<file path="config.mk">
export PLATFORM = sky130hd
export DESIGN_NAME = pc_sequencer
export DESIGN_NICKNAME = d
export VERILOG_FILES = /design/src/rtl/pc_sequencer.sv
export SDC_FILE = /design/constraint.sdc
export NUM_CORES = 1
export LEC_CHECK = 0
export ABC_CLOCK_PERIOD_IN_PS = 2200
export BUFFER_PORTS_ARGS = -buffer_cell sky130_fd_sc_hd__buf_4
export CORE_MARGIN = 1
export CORE_UTILIZATION = 30
export CTS_CLUSTER_DIAMETER = 30
export DETAILED_ROUTE_END_ITERATION = 6
export PLACE_DENSITY = 0.49
export SLEW_MARGIN = 20
export SYNTH_ARGS = -nofsm -noshare
export SYNTH_HDL_FRONTEND = slang
export SYNTH_SLANG_ARGS = --single-unit
</file>
<file path="constraint.sdc">
create_clock -name clk -period 2.2 [get_ports clk]
set_input_delay 0.44 -clock clk [delete_from_list [all_inputs] [get_ports clk]]
set_output_delay 0.44 -clock clk [all_outputs]
set_load 0.01 [all_outputs]
</file>
<file path="src/rtl/pc_sequencer.sv">
// ---------------------------------------------------------------------------
// pc_sequencer
//
// Program-counter sequencer for a MIPS-style core with one architectural
// branch delay slot. A taken branch/jump decision is captured while the
// current instruction executes. The next pc_advance steps into the delay
// slot. The pc_advance after that redirects to the captured target.
// A redirect to address 0 halts the sequencer.
//
// Optional feature (macro PC_ALIGN_CHECK_EN):
//   defined   - a misaligned redirect target halts the sequencer, leaves pc
//               on the delay-slot instruction and raises a sticky addr_err.
//   undefined - no addr_err port; the low two target bits are forced to 00
//               on redirect.
//
// Ports
//   clk           in   1  rising-edge clock
//   reset         in   1  synchronous active-high reset
//   pc_advance    in   1  current instruction completes this cycle
//   jump_en       in   1  branch decision valid this cycle
//   jump_in       in   1  branch/jump taken (qualified by jump_en)
//   jump_target   in  32  byte address of the branch/jump destination
//   pc            out 32  address of the instruction being fetched/executed
//   pc_link       out 32  pc + 8, link value for JAL/JALR/BLTZAL/BGEZAL
//   in_delay_slot out  1  instruction at pc is a delay-slot instruction
//   active        out  1  sequencer running; low once halted
//   addr_err      out  1  misaligned redirect seen (PC_ALIGN_CHECK_EN only)
// ---------------------------------------------------------------------------
module pc_sequencer (
    input  logic        clk,
    input  logic        reset,
    input  logic        pc_advance,
    input  logic        jump_en,
    input  logic        jump_in,
    input  logic [31:0] jump_target,
    output logic [31:0] pc,
    output logic [31:0] pc_link,
    output logic        in_delay_slot,
    output logic        active
`ifdef PC_ALIGN_CHECK_EN
    ,
    output logic        addr_err
`endif
);

    localparam logic [31:0] RESET_PC = 32'hBFC0_0000;

    typedef enum logic [1:0] {
        SEQ  = 2'd0,   // sequential execution, may hold a pending target
        SLOT = 2'd1,   // executing the delay-slot instruction
        HALT = 2'd2    // stopped until reset
    } state_e;

    state_e      state_q, state_d;
    logic [31:0] pc_q, pc_d;
    logic [31:0] tgt_q, tgt_d;
    logic        taken_q, taken_d;
    logic        ds_q, ds_d;
    logic        active_q, active_d;
`ifdef PC_ALIGN_CHECK_EN
    logic        aerr_q, aerr_d;
`endif

    logic        take;
    logic [31:0] redirect_pc;

    assign take = jump_en & jump_in;

`ifdef PC_ALIGN_CHECK_EN
    // Misaligned targets are trapped, so the target is used as is.
    assign redirect_pc = tgt_q;
`else
    // No trap available: drop the byte-offset bits instead.
    assign redirect_pc = {tgt_q[31:2], 2'b00};
`endif

    // -----------------------------------------------------------------------
    // State register
    // -----------------------------------------------------------------------
    // NOTE: sequential state uses non-blocking assignments so every register
    // samples the pre-edge values computed by the combinational block.
    always_ff @(posedge clk) begin
        if (reset) begin
            state_q  <= SEQ;
            pc_q     <= RESET_PC;
            tgt_q    <= 32'h0000_0000;
            taken_q  <= 1'b0;
            ds_q     <= 1'b0;
            active_q <= 1'b1;
`ifdef PC_ALIGN_CHECK_EN
            aerr_q   <= 1'b0;
`endif
        end else begin
            state_q  <= state_d;
            pc_q     <= pc_d;
            tgt_q    <= tgt_d;
            taken_q  <= taken_d;
            ds_q     <= ds_d;
            active_q <= active_d;
`ifdef PC_ALIGN_CHECK_EN
            aerr_q   <= aerr_d;
`endif
        end
    end

    // -----------------------------------------------------------------------
    // Next-state logic
    // -----------------------------------------------------------------------
    // NOTE: every signal written here gets a hold-value default first, so no
    // path through the case statement can infer a latch.
    always_comb begin
        state_d  = state_q;
        pc_d     = pc_q;
        tgt_d    = tgt_q;
        taken_d  = taken_q;
        ds_d     = ds_q;
        active_d = active_q;
`ifdef PC_ALIGN_CHECK_EN
        aerr_d   = aerr_q;
`endif

        unique case (state_q)
            SEQ: begin
                if (pc_advance) begin
                    pc_d = pc_q + 32'd4;   // wraps naturally at 2^32
                    if (taken_q || take) begin
                        // The next instruction is the delay slot. A decision
                        // arriving with this advance supplies the target.
                        state_d = SLOT;
                        taken_d = 1'b0;
                        ds_d    = 1'b1;
                        if (take) begin
                            tgt_d = jump_target;
                        end
                    end
                end else if (take) begin
                    // Latest decision before the advance wins.
                    taken_d = 1'b1;
                    tgt_d   = jump_target;
                end
            end

            SLOT: begin
                // Branch decisions from the delay-slot instruction are ignored.
                if (pc_advance) begin
                    if (tgt_q == 32'h0000_0000) begin
                        pc_d     = 32'h0000_0000;
                        state_d  = HALT;
                        active_d = 1'b0;
                        ds_d     = 1'b0;
`ifdef PC_ALIGN_CHECK_EN
                    end else if (tgt_q[1:0] != 2'b00) begin
                        // pc stays on the delay-slot instruction for debug.
                        state_d  = HALT;
                        active_d = 1'b0;
                        aerr_d   = 1'b1;
`endif
                    end else begin
                        pc_d    = redirect_pc;
                        ds_d    = 1'b0;
                        state_d = SEQ;
                    end
                end
            end

            HALT: begin
                // Everything holds until reset.
            end

            default: begin
                state_d = SEQ;
            end
        endcase
    end

    // -----------------------------------------------------------------------
    // Outputs
    // -----------------------------------------------------------------------
    assign pc            = pc_q;
    assign pc_link       = pc_q + 32'd8;
    assign in_delay_slot = ds_q;
    assign active        = active_q;
`ifdef PC_ALIGN_CHECK_EN
    assign addr_err      = aerr_q;
`endif

endmodule
</file>
Word-level counts from Yosys, hierarchy flattened
Cells that the tools add are included.

cells by class
  bitwise logic cells = 2
  reductions and logical operators = 11
  eq/ne operators = 6
  add/sub/neg operators = 2
  mux-type cells = 19

operator list
  kind                                                                    number
  32-bit two-way mux                                                      6
  32-bit case mux with 2 select lines                                     1
  32-bit by 3-bit adder with 32-bit output (second input constant)        1
  32-bit by 4-bit adder with 32-bit output (second input constant)        1
  32-bit logical NOT                                                      1
  3-bit AND reduction                                                     3
  2-bit two-way mux                                                       4
  4-bit AND reduction                                                     2
  1-bit two-way mux                                                       6
  2-bit != test (second input constant)                                   3
  2-bit case mux with 3 select lines                                      1
  2-bit nonzero test                                                      2
  2-bit by 1-bit equality test with 1-bit output (second input constant)  1
  2-bit equality test (second input constant)                             1
  2-bit logical NOT                                                       1
  2-bit by 1-bit != test with 1-bit output (second input constant)        1
  1-bit case mux with 2 select lines                                      1
  2-bit AND reduction                                                     1
  1-bit AND                                                               1
  1-bit logical OR                                                        1
  1-bit inverter                                                          1

word-level totals
  output and inout bits = 66
  word-level logic and storage cells = 46
  input bits = 37
  register bits = 69

Depth between registers and ports, before layout
Gate-level depths: netlist of run 1.

  depth in word-level cells = 5
  gate-level depth with buffers = 8
  mapped depth without buffers = 6

Least setup slack after synthesis of run 1
OpenSTA, ideal clock, no wires.

  path kind = reg2out
  from = register pc_q[5] (netlist: pc[5])
  to = output pc_link[22]
  data required time = 1760 ps
  arrival time = 1863 ps
  buffers on the path = 1
  path slack = -103 ps
  cell stages (with the launch flop) = 7
  cells stage by stage = dfxtp_1 -> buf_6 -> nand3_1 -> nor4_1 -> and2_1 -> nand3_1 -> xnor2_1

between the ends
  word-level cells in the longest chain between the ends = 1

RTL lines
  item                                      line  text
  start: declaration                        55    logic [31:0] pc_q, pc_d;
  start signal: assignment                  95    pc_q <= pc_d;
  32-bit by 4-bit adder with 32-bit output  180   assign pc_link = pc_q + 32'd8;
  end: declaration                          37    output logic [31:0] pc_link,

No other way between the ends.

Final worst setup path of run 1
  from = register pc_q[3] (netlist: pc[3])
  to = output pc_link[15]

The elaborated chain is that of the path after synthesis.

==> results of run 1 <==
-- critical path: cells and delay by family, from the launching register on --
family	cells	cell delay (ps)
and+or+nand+nor	2	270
DFF	1	360
xor gates and xnor gates	1	100
adders and majority gates	1	140
buffers and inverters	5	590
-- power by group --
group	total (mW)	leakage (nW)	switching, mW	internal, mW
registers	1.33	0.555	0.0629	1.27
logic	0.474	1.61	0.248	0.226
clock network	1.37	0.132	0.567	0.803
total	3.17	2.29	0.878	2.30
-- registers in the layout (all words and copies together), names as in the netlist --
name	flops
state_q	2
active	1
taken_q	1
pc	30
tgt_q	32
in_delay_slot	1
-- area by class of cell --
type | count | area [µm²] | area share (%)
multi-input cells | 380 | 2273 | 41.45
flip-flops and latches | 67 | 1385 | 25.25
repair buffers | 172 | 1306 | 23.81
clock buffers | 10 | 239.0 | 4.357
well taps | 168 | 210.2 | 3.832
clock inverters | 6 | 48.80 | 0.8896
inverters | 6 | 22.52 | 0.4106
-- worst paths after layout --
| kind | from | end | slack (ps) | depth (start not counted) |
|---|---|---|---|---|
| worst max-delay path | pc[3]$_SDFFE_PP0P_ | pc_link[15] | -30 | 9 |
| worst min-delay path | jump_target[12] | tgt_q[12]$_SDFFE_PP0P_ | 360 | 3 |
| worst max register to register | pc[3]$_SDFFE_PP0P_ | pc[18]$_SDFFE_PP0P_ | 180 | 7 |
| worst min register to register | tgt_q[1]$_SDFFE_PP0P_ | tgt_q[1]$_SDFFE_PP0P_ | 460 | 2 |
-- metrics by stage --
| stage | setup WS, ps | TNS [ps] | instance area [µm²] |
|---|---|---|---|
| 3_5_place_dp | 82.94 | 0 | 4901 |
| 4_1_cts | -68.68 | -147.8 | 5413 |
| 2_1_floorplan | 38.82 | 0 | 3772 |
| 6_report | -27.29 | -105.8 | 5485 |
| 5_1_grt | -159.7 | -1827 | 5485 |
| 3_3_place_gp | 88.46 | 0 | 4901 |
-- synth_stat cells (all sizes together) (3+ instances only) --
cell type / count
a21oi: 49
a221oi: 11
a22oi: 4
a31oi: 6
and3: 5
and4: 3
buf: 13
clkbuf: 30
dfxtp: 67
inv: 6
nand2: 99
nand2b: 5
nand3: 23
nand4: 18
nor2: 30
nor3: 13
nor4: 15
o21ai: 27
or3: 6
xnor2: 18
xor2: 18
-- cell families after synthesis --
logic type,synth area share (%)
flops,35.82
mux,0.5346
fa+ha+maj,0.6681
compound gates,17.81
xor+xnor,8.420
buf+inv,7.216
other cells,0.1001
simple gates,29.44
-- what timing repair did --
item | 4_1_cts | 5_1_grt
setup buffers | 14 | 4
endpoints found under the setup margin | 19 | 25
pin swaps | 11 | 7
hold buffers | 0 | 0
gates resized for setup | 41 | 15
-- layer usage --
layer / track usage [%] / vias up / share of wire [%]
li1: - / 2027 / -
met5: 0 / - / 0
met3: 2.869 / 6 / 4.4
met4: 5.965 / 0 / 0.82
met2: 30.93 / 126 / 46
met1: 27.37 / 1914 / 49
==> impl_metrics.json, run 1 <==
{
  "syn-instance-count": 494,
  "grt_overflow": 0,
  "core_mm2": 0.01211,
  "gp_congestion": 0.8352,
  "area_delta_synth_final_pct": 46.48,
  "ctsRootBufferMaster": "clkbuf_16",
  "vias_per_cell": 5.035,
  "post-dp-hpwl_mm": 9.273,
  "cts_buffers": 9,
  "grt_usage_pct": 19.54,
  "synth-async-reset-ratio_pct": 0,
  "hold_violations": 0,
  "final_common_cell": "buf_4",
  "nets": 675,
  "cellPowerDensity_mw_per_mm2": 578.6,
  "fin_util_pct": 45.29,
  "dp.cells": 776,
  "crit_type": "flop to output pin",
  "required_ps": 1760,
  "setup_viol": 8,
  "peakVddDrop_uv": 366.3,
  "routed_wl_mm": 12.55,
  "finClkSkew_ps": 6.487,
  "cts_buffer_depth": 2,
  "htreeDepth": 3,
  "yosys.area.top_type": "dfxtp_1",
  "synth_area_per_cell_um2": 7.581,
  "final_cell_mix": "168 x buf_4, 96 x nand2_1, 49 x a21oi_1",
  "vias": 4073,
  "synth_top_cell_area_share_pct": 35.82,
  "antenna_found_initial": 0,
  "ioPinCount": 103,
  "cp_slowest_stage_delay_ps": 360,
  "cp_slowest_cell": "dfxtp_4",
  "wl_per_cell_um": 15.52,
  "crit_fanout": 4,
  "synth_area_leaders": "dfxtp_1 36%, nand2_1 9.8%, a21oi_1 6.5%",
  "syn_area_mm2": 0.003745,
  "critPathLaunchType": "flop",
  "fill_cells": 1268,
  "io_buffers": 98,
  "grt_pass1_vias": 3722,
  "ys_types": 53,
  "fin_ws_ps": -27.29,
  "drt_iter0_drc": 282,
  "start_util_pct": 30.92,
  "post-route-period-util_pct": 101.2,
  "grt_max_degree": 34,
  "die_width_um": 113.7,
  "final_layout_size_suffix_gt1_share_pct": 37.75,
  "ys_ff_latch": 67,
  "ant_nets": 0,
  "synth-main-ff-cell": "dfxtp_1",
  "dr.pass1.iters": 5,
  "die_height_um": 113.7,
  "synth_edf_count": 0,
  "drv_cap": 0,
  "rows": 40,
  "report.final.slew_viol_count": 0,
  "cp.arrival_ps": 1790,
  "path_clk_slew_ps": 60,
  "critPathMostFrequentCell": "buf_4",
  "cts_tree": "yes",
  "rsz0062_at_grt": "yes",
  "p_leak_nw": 2.295,
  "numClockSinks": 67,
  "drc_errors": 0,
  "end_kind": "output pin",
  "crit_chain": "ha_4, buf_6, nand4_1, nor3_2, buf_4, buf_4, buf_6, xnor2_2, buf_4",
  "antenna_cells": 0,
  "clk-insertion-delay-late_ps": 330,
  "violations": "setup timing",
  "fmax_mhz": 449.0,
  "seq_area_frac_synth_pct": 35.82,
  "yosys_warnings": 0,
  "hold_path.class": "primary input to flop",
  "grt_pass1_wl_mm": 19.62,
  "power_mw": 3.174,
  "final_cell_count_no_fill": 809,
  "holdWs_ps": 355.1,
  "status": "complete, but fails checks",
  "die_area_mm2": 0.01293,
  "fin_crit_ps": 2227
}
Note: power is estimated with default switching activity, not from simulation.
==> run 2, diff against run 1 <==
--- a/config.mk
+++ b/config.mk
@@ -8,10 +8,10 @@
 export ABC_CLOCK_PERIOD_IN_PS = 2200
 export BUFFER_PORTS_ARGS = -buffer_cell sky130_fd_sc_hd__buf_4
 export CORE_MARGIN = 1
-export CORE_UTILIZATION = 30
+export CORE_UTILIZATION = 48
 export CTS_CLUSTER_DIAMETER = 30
 export DETAILED_ROUTE_END_ITERATION = 6
-export PLACE_DENSITY = 0.49
+export PLACE_DENSITY = 0.74
 export SLEW_MARGIN = 20
 export SYNTH_ARGS = -nofsm -noshare
 export SYNTH_HDL_FRONTEND = slang
==> impl_metrics.json, run 2 (synthesis gave the netlist of run 1 again) <==
{
  "path_clk_slew_ps": 70,
  "peakVddDrop_uv": 499.5,
  "crit_type": "flop to output pin",
  "critPathLaunchType": "flop",
  "cellPowerDensity_mw_per_mm2": 527.6,
  "fin_util_pct": 73.53,
  "routed_wl_mm": 12.54,
  "regMostFlops": "tgt_q",
  "combPwrFrac_pct": 17.3,
  "report.final.slew_viol_count": 0,
  "final_layout_size_suffix_gt1_share_pct": 38.47,
  "grt_max_degree": 46,
  "start_util_pct": 50.55,
  "wl_per_cell_um": 16.92,
  "fin_crit_ps": 2330,
  "violations": "setup timing",
  "cts_buffers": 9,
  "ant_nets": 0,
  "rsz0062_at_grt": "yes",
  "cp.arrival_ps": 1890,
  "vias": 4352,
  "post-dp-hpwl_mm": 8.308,
  "nets": 676,
  "fmax_mhz": 429.2,
  "seqPwrFrac_pct": 46.1,
  "dr.pass1.iters": 6,
  "preCtsSetupSlack_ps": 117.2,
  "core_mm2": 0.007408,
  "io_buffers": 98,
  "drv_cap": 0,
  "holdWs_ps": 340.8,
  "numClockSinks": 67,
  "area_delta_synth_final_pct": 45.47,
  "end_kind": "output pin",
  "fill_cells": 554,
  "ctsRootBufferMaster": "clkbuf_8",
  "htreeDepth": 3,
  "switchingPower_mw": 0.7934,
  "status": "complete, but fails checks",
  "gp_congestion": 0.9373,
  "cts_tree": "yes",
  "grt_usage_pct": 29.01,
  "die_area_mm2": 0.008159,
  "cts_buffer_depth": 2,
  "vias_per_cell": 5.873,
  "grt_overflow": 0,
  "final_cell_mix": "165 x buf_4, 94 x nand2_1, 49 x a21oi_1, 49 x dfxtp_1, 27 x o21ai_0",
  "internal-power_mw": 2.081,
  "final_common_cell": "buf_4",
  "drt_iter0_drc": 505,
  "clock_power_share_pct": 36.6,
  "post-route-period-util_pct": 105.9,
  "crit_fanout": 5,
  "hold_violations": 0,
  "cts-hold-fix-buffers": 0,
  "die_width_um": 90.33,
  "hold_path.class": "primary input to flop",
  "required_ps": 1760,
  "grt_pass1_vias": 3823,
  "die_height_um": 90.33,
  "rows": 31,
  "p_leak_nw": 2.365,
  "setup_viol": 12,
  "p_sw_share_pct": 27.60,
  "grt_pass1_wl_mm": 19.07,
  "finClkSkew_ps": 11.80,
  "ioPinCount": 103,
  "clk-insertion-delay-late_ps": 350,
  "antenna_cells": 0,
  "largest_reg_flops": 32,
  "drc_errors": 0,
  "fin_ws_ps": -129.7,
  "antenna_found_initial": 0
}
run 2: per-stage QoR:
step	cells	total power, mW	cell area [µm²]	TNS (ps)
after global placement	701	1.799	4770	0
after CTS	726	2.849	5177	-49.98
final	741	2.874	5448	-925.2
after floorplan	497	1.597	3772	0
after global routing	741	2.982	5448	-1753
after detailed placement	701	1.810	4770	0
run 2: area by class of cell:
| class | instances | area (µm²) | area share [%] |
|---|---|---|---|
| multi-input cells | 380 | 2380 | 43.68 |
| flip-flops and latches | 67 | 1386 | 25.45 |
| well taps | 99 | 123.9 | 2.274 |
| clock inverters | 4 | 48.80 | 0.8957 |
| inverters | 6 | 22.52 | 0.4134 |
| repair buffers | 173 | 1331 | 24.44 |
| clock buffers | 12 | 155.1 | 2.848 |
run 2: path summary, 6_finish.rpt:
check                                      startpoint               endpoint  slack (ps)  cells past startpoint
worst max register to register     pc[3]$_SDFFE_PP0P_    pc[30]$_SDFFE_PP0P_         130                      9
worst min register to register  tgt_q[1]$_SDFFE_PP0P_  tgt_q[1]$_SDFFE_PP0P_         460                      2
worst max-delay path               pc[8]$_SDFFE_PP0P_            pc_link[25]        -130                      7
worst min-delay path                   jump_target[9]  tgt_q[9]$_SDFFE_PP0P_         340                      3
run 2: routing by layer:
| layer | track usage, % | routed length, µm | vias up |
|---|---|---|---|
| met3 | 6.650 | 1071 | 42 |
| met1 | 39.49 | 5244 | 2035 |
| li1 | - | - | 2028 |
| met4 | 10.22 | 346 | 0 |
| met2 | 44.97 | 5872 | 247 |
| met5 | 0 | 0 | - |
run 2: worst max-delay path, cell delays in order, from the launching register on:
cell	delay, ps
dfxtp_2	360
nand3_4	110
buf_12	150
nor3_4	220
and3b_2	300
nand2_1	110
xnor2_1	150
buf_4	140
run 2: power by group through the flow:
| stage | sequential, mW | clock (mW) | combinational, mW |
|---|---|---|---|
| 3_3_place_gp | 1.35 | 0 | 0.453 |
| 5_1_grt | 1.33 | 1.12 | 0.536 |
| 3_5_place_dp | 1.35 | 0 | 0.461 |
| 2_1_floorplan | 1.35 | 0 | 0.245 |
| 4_1_cts | 1.32 | 1.06 | 0.468 |
| 6_report | 1.32 | 1.05 | 0.498 |
run 2: repair_timing:
action	in CTS	in global routing
buffers inserted	9	15
pin swaps	14	26
setup endpoints to repair	20	24
resized for setup	39	34
